**config.mk**
```make
export PLATFORM = sky130hd
export DESIGN_NAME = fsm_pattern_detector
export DESIGN_NICKNAME = d
export VERILOG_FILES = /design/src/rtl/fsm_pattern_detector.sv
export SDC_FILE = /design/constraint.sdc
export NUM_CORES = 1
export LEC_CHECK = 0
export CAP_MARGIN = 20
export CORE_ASPECT_RATIO = 1.1
export CORE_MARGIN = 5
export CORE_UTILIZATION = 48
export DETAILED_ROUTE_END_ITERATION = 8
export PLACE_DENSITY = 0.72
export SETUP_SLACK_MARGIN = 0.05
export SYNTH_ARGS = -nofsm -noshare
export SYNTH_HDL_FRONTEND = slang
export SYNTH_SLANG_ARGS = --single-unit
```
**constraint.sdc**
```tcl
create_clock -name clk -period 2.7 [get_ports clk]
set_clock_uncertainty 0.15 [all_clocks]
set_input_delay 0.54 -clock clk [delete_from_list [all_inputs] [get_ports clk]]
set_output_delay 0.54 -clock clk [all_outputs]
set_load 0.005 [all_outputs]
```
**src/rtl/fsm_pattern_detector.sv**
```systemverilog
// fsm_pattern_detector
//   Run-time programmable sequence detector. Compares a stream of SW_W-bit
//   symbols, one per sw_valid strobe, against a stored pattern of up to
//   DEPTH symbols. Emits a one-cycle match pulse, the current match progress
//   and a saturating match counter.
//
//   Optional feature macro: FSM_TIMEOUT_EN
//     defined   -> a partial match is abandoned after TIMEOUT_CYC idle cycles
//                  with a one-cycle timeout pulse
//     undefined -> no timer, timeout tied low, partial matches held forever
//
// Ports
//   clk         rising-edge clock
//   btnC        synchronous active-high reset
//   sw          input symbol, consumed when sw_valid=1
//   sw_valid    symbol strobe
//   cfg_we      write cfg_sym into pattern[cfg_idx]
//   cfg_idx     pattern slot index
//   cfg_sym     pattern symbol
//   cfg_len_we  write pattern length (clamped to 1..DEPTH)
//   cfg_len     pattern length
//   match       one-cycle pulse, full pattern just completed
//   progress    symbols currently matched (0..len-1)
//   match_cnt   matches since reset, saturating
//   busy        progress != 0
//   timeout     one-cycle pulse, partial match abandoned
module fsm_pattern_detector #(
  parameter int SW_W        = 3,
  parameter int DEPTH       = 8,
  parameter int CNT_W       = 4,
  parameter int OVERLAP     = 1,
  parameter int TIMEOUT_CYC = 1000,
  localparam int IDXW       = $clog2(DEPTH)
) (
  input  logic             clk,
  input  logic             btnC,
  input  logic [SW_W-1:0]  sw,
  input  logic             sw_valid,
  input  logic             cfg_we,
  input  logic [IDXW-1:0]  cfg_idx,
  input  logic [SW_W-1:0]  cfg_sym,
  input  logic             cfg_len_we,
  input  logic [IDXW:0]    cfg_len,
  output logic             match,
  output logic [IDXW:0]    progress,
  output logic [CNT_W-1:0] match_cnt,
  output logic             busy,
  output logic             timeout
);

  localparam logic [IDXW:0] LEN_MAX = (IDXW+1)'(DEPTH);
  localparam logic [IDXW:0] ONE     = (IDXW+1)'(1);

  // The FSM state is progress itself (IDLE: 0, TRACK: 0<p<len); the MATCH
  // state is the registered match pulse.
  logic [DEPTH-1:0][SW_W-1:0] pattern_q, pattern_d;
  logic [IDXW:0]              len_q, len_d;
  logic [IDXW:0]              prog_q, prog_d;
  logic                       match_q, match_d;
  logic [CNT_W-1:0]           cnt_q, cnt_d;

`ifdef FSM_TIMEOUT_EN
  localparam int TMW = $clog2(TIMEOUT_CYC + 1);
  localparam logic [TMW-1:0] TIMER_LAST = TMW'(TIMEOUT_CYC - 1);
  logic [TMW-1:0] timer_q, timer_d;
  logic           to_q, to_d;
`endif

  logic          cfg_wr, hit, first;
  logic [IDXW:0] prog_inc, len_clamp;

  // ---------------- state register ----------------
  always_ff @(posedge clk) begin
    if (btnC) begin
      pattern_q <= '0;
      len_q     <= LEN_MAX;
      prog_q    <= '0;
      match_q   <= 1'b0;
      cnt_q     <= '0;
`ifdef FSM_TIMEOUT_EN
      timer_q   <= '0;
      to_q      <= 1'b0;
`endif
    end else begin
      pattern_q <= pattern_d;
      len_q     <= len_d;
      prog_q    <= prog_d;
      match_q   <= match_d;
      cnt_q     <= cnt_d;
`ifdef FSM_TIMEOUT_EN
      timer_q   <= timer_d;
      to_q      <= to_d;
`endif
    end
  end

  // ---------------- next state ----------------
  assign cfg_wr    = cfg_we | cfg_len_we;
  assign hit       = (sw == pattern_q[prog_q[IDXW-1:0]]);
  assign first     = (sw == pattern_q[0]);
  assign prog_inc  = prog_q + ONE;
  assign len_clamp = (cfg_len == '0)     ? ONE     :
                     (cfg_len > LEN_MAX) ? LEN_MAX : cfg_len;

  always_comb begin
    pattern_d = pattern_q;
    len_d     = len_q;
    prog_d    = prog_q;
    match_d   = 1'b0;
    cnt_d     = cnt_q;
`ifdef FSM_TIMEOUT_EN
    timer_d   = timer_q;
    to_d      = 1'b0;
`endif
    if (cfg_wr) begin
      // Config write wins; a symbol arriving this cycle is dropped.
      if (cfg_we)     pattern_d[cfg_idx] = cfg_sym;
      if (cfg_len_we) len_d = len_clamp;
      prog_d = '0;
`ifdef FSM_TIMEOUT_EN
      timer_d = '0;
`endif
    end else if (sw_valid) begin
`ifdef FSM_TIMEOUT_EN
      timer_d = '0;
`endif
      if (hit && prog_inc == len_q) begin
        match_d = 1'b1;
        cnt_d   = (&cnt_q) ? cnt_q : cnt_q + 1'b1;
        // Overlap only restarts on the first pattern symbol, not full KMP.
        prog_d  = (OVERLAP != 0 && len_q != ONE && first) ? ONE : '0;
      end else if (hit) begin
        prog_d = prog_inc;
      end else begin
        prog_d = first ? ONE : '0;
      end
    end else begin
`ifdef FSM_TIMEOUT_EN
      if (prog_q != '0) begin
        if (timer_q == TIMER_LAST) begin
          prog_d  = '0;
          to_d    = 1'b1;
          timer_d = '0;
        end else begin
          timer_d = timer_q + 1'b1;
        end
      end
`endif
    end
  end

  // ---------------- outputs ----------------
  always_comb begin
    match     = match_q;
    progress  = prog_q;
    match_cnt = cnt_q;
    busy      = (prog_q != '0);
`ifdef FSM_TIMEOUT_EN
    timeout   = to_q;
`else
    timeout   = 1'b0;
`endif
  end

endmodule

```
; ---- Yosys cells after proc, flatten, opt, wreduce, memory -nomap -nowiden
; Cells that the tools add are included.
[classes]
addsub = 2
n_lt_le_gt_ge = 4
eq_ne = 4
n_mux = 12
bitwise = 4
reduce_logical = 11
[ops]
columns = operator, count
row1 = $bwmux W24, 1
row2 = $mux W4, 4
row3 = $bmux W3 S3, 1
row4 = $demux W3 S3, 1
row5 = $add A4 B1 Y4 const B, 2
row6 = $lt A3 B4 Y1 const B, 2
row7 = $reduce_and A4 Y1, 2
row8 = $eq A3 B3 Y1, 2
row9 = $mux W3, 2
row10 = $eq A4 B4 Y1, 1
row11 = $gt A4 B4 Y1 const B, 1
row12 = $logic_not A4 Y1, 1
row13 = $ne A4 B1 Y1 const B, 1
row14 = $reduce_and A2 Y1, 2
row15 = $reduce_bool A4 Y1, 1
row16 = $ge A3 B1 Y1 const B, 1
row17 = $logic_and A1 B1 Y1, 3
row18 = $mux W1, 3
row19 = $not A1 Y1, 3
row20 = $reduce_or A3 Y1, 1
row21 = $reduce_or A2 Y1, 1
row22 = $or A1 B1 Y1, 1
[totals]
regBits = 37
output_inout_bits = 11

; ---- Depth between registers and ports, before layout
[depth]
word_depth = 5
depth_mapped = 9

; ---- Worst setup path after synthesis
; No wires, ideal clock.
[synth_path]
kind = register -> register
start = register prog_q[0] (netlist: progress[0])
end = register cnt_q[3] (netlist: match_cnt[3])
setup_ns = 0.123
t_arrival_ns = 2.411
required_time_ns = 2.427
slack_ns = 0.016
stages_incl_launch_ff = 10
synth_period_minus_slack_ns = 2.684
cell_sequence = dfxtp_1 -> buf_6 -> buf_6 -> inv_1 -> ha_1 -> xor2_1 -> nor4_1 -> nand2_1 -> nor4_1 -> mux2_1
[synth_via]
elab_chain_len = 5
elab_cells_between_ends = 7
classes_between = add/sub: 1 / eq/ne: 2 / mux: 2 / reduce/logical: 2
[synth_rtl]
columns = item, line
row1 = from (decl), 58  ; logic [IDXW:0] prog_q, prog_d;
row2 = from (signal assigned), 87  ; prog_q <= prog_d;
row3 = branches (longest 3 deep; another with $add A4 B1 Y4), n/a
row4 = $logic_and A1 B1 Y1 (*), 127  ; if (hit && prog_inc == len_q) begin
row5 = $reduce_and A4 Y1 (no source line) (*), n/a
row6 = to (signal assigned), 89  ; cnt_q <= cnt_d;
row7 = to (decl), 60  ; logic [CNT_W-1:0] cnt_q, cnt_d;
; Mark *: on every way between the ends. The select of a mux whose other input is x is not followed.
; A chain may end at the register's enable or synchronous reset.

; ---- Worst setup path after layout
[layout_path]
start = register prog_q[0] (netlist: progress[0])
end = register cnt_q[2] (netlist: match_cnt[2])
; Same word-level chain as after synthesis.

==> run metrics <==
Starting DRT DRC Count between 70 and 80; post-synthesis mux area share roughly a quarter; layout cells sized above 1 about 14%; synth top area cells dfxtp_1 (39%), mux2i_1 (20%), nor2_1 (6.1%), xnor2_1 (4.6%), mux4_2 (3.5%); share of the synthesized area in the top cell type ~39%; Synthesis Warnings 0; Routed WL around 4 mm; drt wl/cell around 14 um; clk sinks 37; die area roughly 5400 sq um; CP Max Fanout 14; Cell Pwr Density about 470 nW/um^2; Worst-path clk slew 0.08 ns; most frequent cell after synthesis mux2i_1; max-slew violations 0; Avg Cell Area, Syn approximately 9.6 sq um; final RePlAce weighted congestion between 0.7 and 0.8; Max-Cap Viols 0; largest family of logic cells by synthesized area multiplexers; maximum clock insertion buffer count 2; chip height 76.28 um; largest net degree at the start of global routing 29; gr usage total between 15 and 20%; H-tree lvl count 2; Synth top cells by count mux2i_1 (38), dfxtp_1 (37), nor2_1 (31); Core ar. 3904 sq um; Final Cycle Share 96.56%; sequential area share after synthesis 38.64%; Initial Utilization between 40% and 50%; Hold-fix buffers, CTS 0; Max VDD drop around 0.00045 V; simple-gate share of the synthesized area approximately a fifth; io pins 29; Non-Filler Instances around 290; Port-buffer cells 27; Unique masters post-synth 37; post-layout minimum cycle time ~2.6 ns; CP Capture Type register; post-synthesis compound-gate area fraction under 10%; Cell Count Post-Placement 280; WS Path Type reg2reg; Hold WC Path Type reg2reg; number of global-route vias before repair 1523; post-synth design cell area 1917 sq um; status complete, no violations; Clock Tree Root clkbuf_8; # rows 24; first-pass GRT wire length roughly 7.0 mm; Die Wd 70.25 um; Diodes inserted 0; CP Data Arrival Time roughly 2.6 ns; worst-skew pair later-pin latency between 0.2 and 0.3 ns; router iterations before antenna repair 6; design area roughly 2500 sq um; layout net count 256; setup TNS 0 ns; TritonCTS Buffers 5; Synth Register Bits 37; DRC errors left 0; Post-CTS Setup Bufs 0; static leakage between 0.9 and 1 nW; XOR/XNOR Fraction of Synth Area ~5.5%; initial antenna violation count 0; HPWL Detailed about 3 mm; Placed Area between 2000 and 2500 sq um; RSZ-0062 raised after global routing true; Pwr Total about 0.0012 W; post-synth net total 221; Cells after Synth 200; Final Hold Viols 0; CTS tree yes; maximum clock frequency approximately 0.38 GHz; post-DR vias/cell approximately 5.2; Synth Flop Type dfxtp_1; antenna-violating nets left 0; Post-Synth Adder-Cell Area 1.958%; largest area contributor in the netlist dfxtp_1; async set or reset register ratio after synthesis 0%; startpoint types register; Post-synth EDFFs 0; Worst Path Required 2.73 ns; # setup viols final 0; area grow syn2layout 28.59%; vias after detailed routing roughly 1500; grt ovf 0
[cell type report]
| class | instances | area, sq um |
|---|---|---|
| clock buffers | 5 | 68.82 |
| clock inverters | 3 | 46.29 |
| fillers | 346 | 1439 |
| inverters | 4 | 15.01 |
| multi-input cells | 148 | 1155 |
| flip-flops and latches | 37 | 742.0 |
| well taps | 52 | 65.06 |
| repair buffers | 39 | 372.9 |
[flip-flops by register name (all words and copies together), names as in the netlist]
register,cells
pattern_q,24
len_q,4
match_cnt,4
progress,4
match,1
[logic make-up (layout without fill, tap and decap cells)]
logic type | Yosys count | after routing
muxes | 44 | 44
AOI/OAI and AO/OA | 12 | 12
and+or+nand+nor | 76 | 76
buffers and inverters | 15 | 51
DFF | 37 | 37
adders and majority gates | 3 | 3
xor gates and xnor gates | 12 | 12
other | 1 | 1
[cell usage in the layout (no fill, tap or decap), types with 3 or more instances in the layout]
cell | synthesis | final
a21oi_1 | 5 | 5
nand3_1 | 4 | 4
buf_4 | 1 | 11
clkdlybuf4s50_1 | 0 | 27
dfxtp_1 | 37 | 36
clkbuf_8 | 0 | 5
nor2_1 | 31 | 31
nand2b_1 | 5 | 5
inv_1 | 4 | 4
mux4_2 | 3 | 3
ha_1 | 3 | 3
nor3_1 | 4 | 4
nand2_1 | 8 | 8
nand4b_1 | 4 | 4
xnor2_1 | 10 | 9
nor2b_1 | 5 | 5
mux2i_1 | 38 | 38
[final timing paths]
path                                                  from                          to  slack (ns)  depth (start not counted)
worst max register to register    progress[0]$_SDFFE_PP0P_   match_cnt[2]$_SDFFE_PP0P_        0.09                          7
worst max-delay path              progress[0]$_SDFFE_PP0P_   match_cnt[2]$_SDFFE_PP0P_        0.09                          7
worst min register to register  pattern_q[19]$_SDFFE_PP0P_  pattern_q[19]$_SDFFE_PP0P_        0.35                          2
worst min-delay path            pattern_q[19]$_SDFFE_PP0P_  pattern_q[19]$_SDFFE_PP0P_        0.35                          2
[what timing repair did]
action | CTS | global route
endpoints found under the setup margin | 1 | 3
pin swaps | 0 | 3
resized for setup | 2 | 6
[worst max-delay path, stage by stage, from the launching register on]
cell	delay [ns]
dfxtp_2	0.34
buf_12	0.15
mux2i_1	0.12
mux4_2	0.50
xnor2_2	0.16
or3_4	0.46
nor4_4	0.29
mux2_4	0.33
[where the power goes]
part	internal, W	leakage [nW]	switching (W)
logic	0.0000607	0.580	0.0000577
clock network	0.000276	0.0543	0.000206
registers	0.000556	0.300	0.00000769
total	0.000893	0.934	0.000271
[metal layers]
layer  share of wire, %  GRT usage (%)
met1                 43          18.50
met2                 52          28.46
met3                3.9          4.617
met4                1.3          4.789
met5                  0              0
[stage by stage]
stage	util (%)	hold slack (ns)	setup slack (ns)
after floorplan	-	0.3096	0.04579
after global placement	58.94	0.3255	0.1164
after detailed placement	58.94	0.3344	0.02530
after CTS	62.08	0.3519	0.07515
after global routing	63.14	0.3739	0.01017
final	63.14	0.3460	0.09283
Power figures use the tool's default switching activity.
